`config.mk`:
```
export PLATFORM = sky130hd
export DESIGN_NAME = minmax_sequencer_flat
export DESIGN_NICKNAME = d
export VERILOG_FILES = /design/src/rtl/minmax_pkg.sv /design/src/rtl/minmax_sequencer_if.sv /design/src/rtl/minmax_sequencer_cmp_unit.sv /design/src/rtl/minmax_sequencer.sv /design/src/flat_wrapper.sv
export SDC_FILE = /design/constraint.sdc
export NUM_CORES = 1
export LEC_CHECK = 0
export ABC_AREA = 1
export CAP_MARGIN = 15
export CORE_AREA = 8 8 61 114
export CTS_CLUSTER_SIZE = 40
export DETAILED_ROUTE_END_ITERATION = 6
export DIE_AREA = 0 0 69 122
export PLACE_DENSITY = 0.77
export SYNTH_ARGS = -nofsm -noshare
export SYNTH_HDL_FRONTEND = slang
export SYNTH_SLANG_ARGS = --single-unit
```
`constraint.sdc`:
```
create_clock -name Clk -period 2.8 [get_ports Clk]
set_clock_uncertainty 0.1 [all_clocks]
set_input_delay 0.56 -clock Clk [delete_from_list [all_inputs] [get_ports Clk]]
set_output_delay 0.56 -clock Clk [all_outputs]
set_load 0.005 [all_outputs]
```
`src/rtl/minmax_pkg.sv`:
```
// Shared definitions for the min/max sequencer: FSM states, comparator
// result bit positions, reset constants and the index-width helper.
package minmax_pkg;

   localparam int unsigned DW = 8;

   // One-hot comparator result bit positions
   localparam int unsigned R_GT = 2;
   localparam int unsigned R_EQ = 1;
   localparam int unsigned R_LT = 0;

   localparam logic [DW-1:0] RST_DATA = '0;
   localparam logic [2:0]    RST_R    = 3'b000;

   typedef enum logic [2:0] {
      S_IDLE,
      S_WAIT_IN,
      S_CMP_MAX,
      S_CMP_MIN,
      S_UPD_MIN,
      S_DONE
   } state_t;

   // Index/counter width, never narrower than one bit
   function automatic int unsigned idx_width(input int unsigned n);
      return (n > 1) ? $clog2(n) : 1;
   endfunction

endpackage

```
`src/rtl/minmax_sequencer_if.sv`:
```
// Sample input stream: valid/ready handshake carrying one 8-bit sample.
//   InValid : producer has a sample on InData
//   InData  : unsigned sample
//   InReady : consumer accepts the sample this cycle
interface minmax_sequencer_if;
   import minmax_pkg::*;

   logic          InValid;
   logic [DW-1:0] InData;
   logic          InReady;

   modport master (output InValid, InData, input InReady);
   modport slave  (input InValid, InData, output InReady);

endinterface

```
`src/rtl/minmax_sequencer_cmp_unit.sv`:
```
// Registered three-way unsigned comparator, one-hot GT/EQ/LT, one-cycle latency.
//   Clk, nReset : clock, async active-low reset (R resets to 000)
//   A, B        : operands
//   R           : {GT, EQ, LT} of the previous cycle's operands
module cmp_unit
   import minmax_pkg::*;
(
   input  logic          Clk,
   input  logic          nReset,
   input  logic [DW-1:0] A,
   input  logic [DW-1:0] B,
   output logic [2:0]    R
);

   logic [2:0] r_d;

   // Compare
   always_comb begin
      r_d = '0;
      if (A > B)      r_d[R_GT] = 1'b1;
      else if (A < B) r_d[R_LT] = 1'b1;
      else            r_d[R_EQ] = 1'b1;
   end

   // Result register
   always_ff @(posedge Clk or negedge nReset) begin
      if (!nReset) R <= RST_R;
      else         R <= r_d;
   end

endmodule

```
`src/rtl/minmax_sequencer.sv`:
```
// Frame-based running max/min finder sharing one registered comparator
// between the max and min tests of each sample.
//   Clk, nReset    : clock, async active-low reset
//   Start          : begin a frame (only honoured in IDLE)
//   in_if (slave)  : sample stream InValid/InData/InReady
//   Busy           : frame in progress
//   Done           : one-cycle pulse, results final
//   MaxOut, MaxIdx : largest sample and its first index
//   MinOut, MinIdx : smallest sample and its first index
module minmax_sequencer
   import minmax_pkg::*;
#(
   parameter  int unsigned N_SAMPLES = 8,
   localparam int unsigned IW        = idx_width(N_SAMPLES)
)(
   input  logic                Clk,
   input  logic                nReset,
   input  logic                Start,
   minmax_sequencer_if.slave   in_if,
   output logic                Busy,
   output logic                Done,
   output logic [DW-1:0]       MaxOut,
   output logic [DW-1:0]       MinOut,
   output logic [IW-1:0]       MaxIdx,
   output logic [IW-1:0]       MinIdx
);

   localparam logic [IW-1:0] LAST_IDX = IW'(N_SAMPLES - 1);

   state_t          state_q, state_d;
   logic [IW-1:0]   cnt_q, cnt_d;
   logic [IW-1:0]   idx_q, idx_d;
   logic [DW-1:0]   sample_q, sample_d;
   logic [DW-1:0]   max_d, min_d;
   logic [IW-1:0]   max_idx_d, min_idx_d;
   logic [DW-1:0]   cmp_a, cmp_b;
   logic [2:0]      cmp_r;

   cmp_unit u_cmp (
      .Clk    (Clk),
      .nReset (nReset),
      .A      (cmp_a),
      .B      (cmp_b),
      .R      (cmp_r)
   );

   // Next-state, datapath and comparator operand selection
   always_comb begin
      state_d   = state_q;
      cnt_d     = cnt_q;
      idx_d     = idx_q;
      sample_d  = sample_q;
      max_d     = MaxOut;
      min_d     = MinOut;
      max_idx_d = MaxIdx;
      min_idx_d = MinIdx;
      cmp_a     = '0;
      cmp_b     = '0;

      case (state_q)
         S_IDLE: begin
            // Results hold after Done until a new frame is actually started
            if (Start) begin
               state_d   = S_WAIT_IN;
               cnt_d     = '0;
               max_d     = RST_DATA;
               min_d     = RST_DATA;
               max_idx_d = '0;
               min_idx_d = '0;
            end
         end

         S_WAIT_IN: begin
            if (in_if.InValid && in_if.InReady) begin
               sample_d = in_if.InData;
               idx_d    = cnt_q;
               if (cnt_q == '0) begin
                  // First sample seeds both extremes without a compare
                  max_d     = in_if.InData;
                  min_d     = in_if.InData;
                  max_idx_d = '0;
                  min_idx_d = '0;
                  if (N_SAMPLES == 1) state_d = S_DONE;
                  else                cnt_d   = cnt_q + IW'(1);
               end else begin
                  state_d = S_CMP_MAX;
               end
            end
         end

         S_CMP_MAX: begin
            cmp_a   = sample_q;
            cmp_b   = MaxOut;
            state_d = S_CMP_MIN;
         end

         S_CMP_MIN: begin
            // Strict GT keeps the earliest index on ties
            if (cmp_r[R_GT] && !cmp_r[R_EQ]) begin
               max_d     = sample_q;
               max_idx_d = idx_q;
            end
            cmp_a   = sample_q;
            cmp_b   = MinOut;
            state_d = S_UPD_MIN;
         end

         S_UPD_MIN: begin
            if (cmp_r[R_LT] && !cmp_r[R_EQ]) begin
               min_d     = sample_q;
               min_idx_d = idx_q;
            end
            if (idx_q == LAST_IDX) begin
               state_d = S_DONE;
            end else begin
               cnt_d   = cnt_q + IW'(1);
               state_d = S_WAIT_IN;
            end
         end

         S_DONE:  state_d = S_IDLE;

         default: state_d = S_IDLE;
      endcase
   end

   // State, datapath and registered status outputs
   always_ff @(posedge Clk or negedge nReset) begin
      if (!nReset) begin
         state_q       <= S_IDLE;
         cnt_q         <= '0;
         idx_q         <= '0;
         sample_q      <= RST_DATA;
         MaxOut        <= RST_DATA;
         MinOut        <= RST_DATA;
         MaxIdx        <= '0;
         MinIdx        <= '0;
         in_if.InReady <= 1'b0;
         Busy          <= 1'b0;
         Done          <= 1'b0;
      end else begin
         state_q       <= state_d;
         cnt_q         <= cnt_d;
         idx_q         <= idx_d;
         sample_q      <= sample_d;
         MaxOut        <= max_d;
         MinOut        <= min_d;
         MaxIdx        <= max_idx_d;
         MinIdx        <= min_idx_d;
         in_if.InReady <= (state_d == S_WAIT_IN);
         Busy          <= (state_d == S_WAIT_IN) || (state_d == S_CMP_MAX) ||
                          (state_d == S_CMP_MIN) || (state_d == S_UPD_MIN);
         Done          <= (state_d == S_DONE);
      end
   end

endmodule
```
`src/flat_wrapper.sv`:
```
// flat-port wrapper written by rule: the top's interface ports become plain ports
module minmax_sequencer_flat import minmax_pkg::*;
#(
   parameter  int unsigned N_SAMPLES = 8,
   localparam int unsigned IW        = idx_width(N_SAMPLES)
)
  (Clk, nReset, Start, Busy, Done, MaxOut, MinOut, MaxIdx, MinIdx, in_if_InValid, in_if_InData, in_if_InReady);
  minmax_sequencer_if in_if_i ();
  input  logic Clk;
  input  logic nReset;
  input  logic Start;
  output logic Busy;
  output logic Done;
  output logic [DW-1:0] MaxOut;
  output logic [DW-1:0] MinOut;
  output logic [IW-1:0] MaxIdx;
  output logic [IW-1:0] MinIdx;
  input wire logic [$bits(in_if_i.InValid)-1:0] in_if_InValid;
  input wire logic [$bits(in_if_i.InData)-1:0] in_if_InData;
  output wire logic [$bits(in_if_i.InReady)-1:0] in_if_InReady;
  assign in_if_i.InValid = in_if_InValid;
  assign in_if_i.InData = in_if_InData;
  assign in_if_InReady = in_if_i.InReady;
  minmax_sequencer #(.N_SAMPLES(N_SAMPLES)) u_core (.Clk(Clk), .nReset(nReset), .Start(Start), .in_if(in_if_i), .Busy(Busy), .Done(Done), .MaxOut(MaxOut), .MinOut(MinOut), .MaxIdx(MaxIdx), .MinIdx(MinIdx));
endmodule
```
Yosys cells after proc, flatten, opt, wreduce, memory -nomap -nowiden --
Index checks and enable logic that the tools add are counted. W data, S select, Z words.
Storage, ports and cells: register bits after elaboration 45, bits of input ports 12, output and inout port bits 25
Cells by class: add/sub/neg operators 1, magnitude comparators 2, equality and inequality tests 16, muxes and demuxes 29, reductions and logical operators 16
Operators by type and width (count):
- $mux W8 | 6
- $pmux W8 S3 | 2
- $mux W3 | 12
- $pmux W3 S3 | 3
- $pmux W8 S2 | 1
- $pmux W3 S5 | 1
- $reduce_and A5 Y1 | 3
- $eq A3 B2 Y1 const B | 4
- $eq A3 B3 Y1 const B | 4
- $gt A8 B8 Y1 | 1
- $lt A8 B8 Y1 | 1
- $ne A2 B1 Y1 const B | 4
- $eq A3 B1 Y1 const B | 2
- $logic_not A3 Y1 | 2
- $reduce_bool A3 Y1 | 2
- $ne A2 B2 Y1 const B | 2
- $add A3 B1 Y3 const B | 1
- $logic_and A1 B1 Y1 | 3
- $logic_or A1 B1 Y1 | 3
- $mux W1 | 3
- $mux W2 | 1
- $reduce_and A2 Y1 | 1
- $reduce_or A2 Y1 | 1
- $logic_not A1 Y1 | 1

Depth between registers and ports, before layout --
word-level depth 8, gate-level depth with buffers 13, gate-level depth less buffers 13

Hierarchy --
Synthesis repeated with hierarchy kept, for this count alone.
Unflattened totals: cell total of the unflattened synthesis 296, area total of the unflattened synthesis 2404.8 sq um
Modules (own cells, without submodules):
- minmax_sequencer | instances 1, cells each 254, area an instance 2094.5 sq um, sequential area each 1051.0 sq um
- cmp_unit | instances 1, cells each 42, area an instance 310.3 sq um, sequential area each 75.1 sq um

Worst setup path after synthesis --
Ideal clock, no wire load.
path kind reg-to-reg, start reg u_core.state_q[1], end reg u_core.u_cmp.R[1], library setup time 0.121 ns, arrival 1.752 ns, setup slack 0.827 ns, stages on the path, launching flop included 14, path buffers 0, cells stage by stage dfrtp_1 > inv_2 > nor2_2 > nand2_2 > inv_1 > a22oi_1 > ha_1 > nand2_1 > inv_1 > nand2_1 > nand2_1 > o21a_1 > nor2_1 > nor2_1
Between the ends: longest elaborated chain between the ends 6, elaborated cells between the ends (all ways) 9, those cells by class order compare: 2; eq/ne: 2; mux: 4; reduce/logical: 1
RTL lines:
- from (decl) | RTL line minmax_sequencer.sv:30 | state_t state_q, state_d;
- from (signal assigned) | RTL line minmax_sequencer.sv:142 | state_q <= state_d;
- $eq A3 B2 Y1 | RTL line minmax_sequencer.sv:60 | case (state_q)
- $reduce_or A2 Y1 (no line)
- $mux W8 | RTL line minmax_sequencer.sv:60
- $lt A8 B8 Y1 | RTL line minmax_sequencer_cmp_unit.sv:21 | else if (A < B) r_d[R_LT] = 1'b1;
- $mux W1 | RTL line minmax_sequencer_cmp_unit.sv:21
- $mux W2 * | RTL line minmax_sequencer_cmp_unit.sv:20 | if (A > B) r_d[R_GT] = 1'b1;
- via u_core.u_cmp.r_d[1] | RTL line minmax_sequencer_cmp_unit.sv:15 | logic [2:0] r_d;
- to (signal assigned) | RTL line minmax_sequencer_cmp_unit.sv:28 | else R <= r_d;
- to (decl) | RTL line minmax_sequencer_cmp_unit.sv:12 | output logic [2:0] R
The timed path passes the listed nets; every way through them passes the cells marked *. A chain may end at the register's enable or synchronous reset.

Worst setup path in the final report --
start reg u_core.state_q[2], end reg u_core.u_cmp.R[2]
Between the ends: longest elaborated chain between the ends 5, elaborated cells between the ends (all ways) 7, those cells by class order compare: 1; eq/ne: 2; mux: 3; reduce/logical: 1
RTL lines (RTL line):
- $eq A3 B2 Y1 | minmax_sequencer.sv:60
- $reduce_or A2 Y1 (no line)
- $mux W8 | minmax_sequencer.sv:60
- $gt A8 B8 Y1 * | minmax_sequencer_cmp_unit.sv:20
- $mux W1 * | minmax_sequencer_cmp_unit.sv:20
- via u_core.u_cmp.r_d[2] | minmax_sequencer_cmp_unit.sv:15
Marked as above.

==> flow_metrics.env <==
export IMPL_final_core_area_utilization_pct=52.4
export IMPL_initial_utilization_pct=43.3
export IMPL_multiplexer_area_fraction_after_synthesis_pct=0
export IMPL_post_dp_hpwl_mm=4.47
export IMPL_timing_critical_path_mode_cell="sky130_fd_sc_hd__nand2_1"
export IMPL_final_min_clock_period_ns=2.22
export IMPL_cpMaxStageDelayCell="sky130_fd_sc_hd__dfrtp_1"
export IMPL_synth_top_family_by_area="simple AND/OR/NAND/NOR gates"
export IMPL_drc=0
export IMPL_placement_row_count=38
export IMPL_layout_common_cells="sky130_fd_sc_hd__nand2_1, sky130_fd_sc_hd__dfrtp_1, sky130_fd_sc_hd__clkdlybuf4s50_1, sky130_fd_sc_hd__inv_1, sky130_fd_sc_hd__nor2_1"
export IMPL_whs_ns=0.308
export IMPL_crit_path_start="u_core.state_q[2]"
export IMPL_via_per_inst=5.30
export IMPL_reg2reg_slack_ns=0.58
export IMPL_netlist_cell_type_count=24
export IMPL_clk_transition_reported_paths_ns=0.08
export IMPL_layout_drive_gt1_share_pct=5.95
export IMPL_timing_rr_start="u_core.state_q[2]"
export IMPL_final_instance_count_without_filler_cells=396
export IMPL_endpoint_kind="register"
export IMPL_cts_max_level=2
export IMPL_die_width_um=69
export IMPL_total_neg_setup_slack_ns=0
export IMPL_ys_warn_count=0
export IMPL_power_density_mw_per_mm2=1160
export IMPL_detailedRoute_firstIterationViolations=103
export IMPL_grt_pass1_wl_mm=9.65
export IMPL_place_congestion=0.883
export IMPL_synth_seq_cells=45
export IMPL_cts_sinks=45
export IMPL_synth_net_count=322
export IMPL_ctsLongestPathBuffers=2
export IMPL_critical_path_top_delay_family="simple AND/OR/NAND/NOR gates"
export IMPL_cts_setup_buffers=0
export IMPL_timing_critical_path_slowest_cell_delay_ns=0.44
export IMPL_wl_mm=5.67
export IMPL_core_region_area_mm2=0.00542
export IMPL_place_port_buffers=36
export IMPL_grt_antenna_before_repair=0
export IMPL_dr_pass1_iterations=4
export IMPL_status="finished clean"
export IMPL_overflow=0
export IMPL_post_place_ws_ns=0.611
export IMPL_critical_path_startpoint_type="register"
export IMPL_cts_tree="built"
export IMPL_synthesis_area_mm2=0.00234
export IMPL_flow_area_growth_from_synthesis_pct=21.1
export IMPL_synthXorXnorAreaFrac_pct=0.374
export IMPL_worst_setup_path_type="reg -> reg"
export IMPL_cp_num_buf_inv=3
export IMPL_grt_max_degree=46
export IMPL_report_final_slew_viol_count=0
export IMPL_cts_root_buffer="sky130_fd_sc_hd__clkbuf_8"
export IMPL_post_cts_resized=0
export IMPL_hold_viol_final=0
export IMPL_cell_area_after_placement_mm2=0.00275
export IMPL_crit_fanout=8
export IMPL_report_power_total_mw=3.30
export IMPL_finalCritPeriodShare_pct=79.4
export IMPL_syn_instance_count=300
export IMPL_ir_drop_mv=1.12
export IMPL_first_global_vias=2115
export IMPL_vias=2098
export IMPL_synth_compound_gate_area_share_pct=11.7
export IMPL_cts_hold_buf=0
export IMPL_groute_usage_overall_pct=13.9
export IMPL_fmaxAchievable_mhz=450
export IMPL_ioPinCount=37
export IMPL_crit_arrival_ns=2.31
export IMPL_tightestPinTransition_ns=0.995
export IMPL_layout_setup_ws_ns=0.576
export IMPL_synth_adder_area_share_pct=5.34
export IMPL_syn_mean_instance_area_um2=7.82
export IMPL_synth_largest_type_area_fraction_pct=48.0
export IMPL_final_net_count=358
export IMPL_setup_viol=0
export IMPL_cts_inserted_buffers=5
export IMPL_yosys_area_top_type="sky130_fd_sc_hd__dfrtp_1"
export IMPL_die_y_um=122
export IMPL_insertedDiodeCount=0
export IMPL_synth_simple_gate_area_share_pct=26.4
export IMPL_max_cap_viol_count=0
export IMPL_most_common_cell_after_layout_fill_and_taps_aside="sky130_fd_sc_hd__nand2_1"
export IMPL_rsz_0062_raised_after_global_routing="false"
export IMPL_finish_instance_area_mm2=0.00284
export IMPL_clk_lat_worst_skew_ns=0.31
export IMPL_critical_path_cell_chain="inv_2, nand3_1, inv_1, a22oi_1, ha_1, nand2_1, inv_1, nand2_1, nand2_1, o21a_1, nor2_1, nor2_1"
export IMPL_dp_cells=389
export IMPL_static_leakage_power_nw=1.45
export IMPL_ys_seq_area_share_pct=48.0
export IMPL_synthTopCellsByArea="sky130_fd_sc_hd__dfrtp_1, sky130_fd_sc_hd__nand2_1, sky130_fd_sc_hd__inv_1"
export IMPL_worstHoldPathType="in -> async"
export IMPL_die_area_mm2=0.00842
export IMPL_drt_wirelength_per_cell_um=14.3
export IMPL_ant_nets=0
export IMPL_slew_limit_headroom_pct=33.7
export IMPL_required_time_of_the_critical_path_ns=2.89
cell families after synthesis:
kind of cell / count (synthesis)
xor+xnor: 1
flops: 45
buf+inv: 48
fa+ha+maj: 10
simple gates: 150
compound gates: 46
per-layer routing:
layer	part of all wire, %	up-vias	global-route usage (%)
li1	-	1039	-
met1	35	979	12.6
met2	55	60	26.1
met3	5.2	20	3.42
met4	4.6	0	10.2
met5	0	-	0
area by class of cell:
type	instances	area (um^2)
fill	549	2580
multi-input combinational	207	1030
inverter	37	139
timing repair buffer	40	385
tap	60	75.1
clock buffer	7	86.3
sequential	45	1130
worst register-to-register path, stage by stage, from the launching register on:
cell and delay, ns:
sky130_fd_sc_hd__dfrtp_1 0.44, sky130_fd_sc_hd__inv_2 0.12, sky130_fd_sc_hd__nand3_1 0.14, sky130_fd_sc_hd__inv_1 0.24, sky130_fd_sc_hd__a22oi_1 0.13, sky130_fd_sc_hd__ha_1 0.30, sky130_fd_sc_hd__nand2_1 0.09, sky130_fd_sc_hd__inv_1 0.05
sky130_fd_sc_hd__nand2_1 0.05, sky130_fd_sc_hd__nand2_1 0.05, sky130_fd_sc_hd__o21a_1 0.16, sky130_fd_sc_hd__nor2_1 0.16, sky130_fd_sc_hd__nor2_1 0.06
state kept, by name, summed over array words and instances, names as in the netlist:
register,cells
u_core.MaxIdx,3
u_core.Busy,1
u_core.Done,1
u_core.idx_q,3
u_core.u_cmp.R,3
u_core.sample_q,8
u_core.MinIdx,3
u_core.in_if.InReady,1
u_core.MinOut,8
u_core.cnt_q,3
u_core.MaxOut,8
u_core.state_q,3
power by group:
part           switching, mW  internal (mW)
Sequential             0.172          0.894
Clock                  0.210          0.196
Combinational           1.14          0.688
Total                   1.52           1.78
cells in the mapped netlist, drive strengths merged:
cell type / count
a22oi: 7
o22ai: 16
nand3: 21
o21ai: 14
nor2: 27
xnor2: 1
nand2: 97
dfrtp: 45
a22o: 1
nor3: 1
nor3b: 1
nand3b: 2
inv: 37
ha: 10
o21a: 1
a21oi: 7
clkbuf: 4
buf: 7
nand4: 1
path summary, 6_finish.rpt:
path,to,cells past startpoint
worst max-delay path,u_core.u_cmp.R[2],12
worst min-delay path,u_core.MinIdx[0],1
worst max register to register,u_core.u_cmp.R[2],12
worst min register to register,u_core.MinIdx[2],2
max in group asynchronous,u_core.MaxIdx[0],1
min in group Clk,u_core.MinIdx[2],2
No activity file was read; power rests on OpenSTA's default activity.
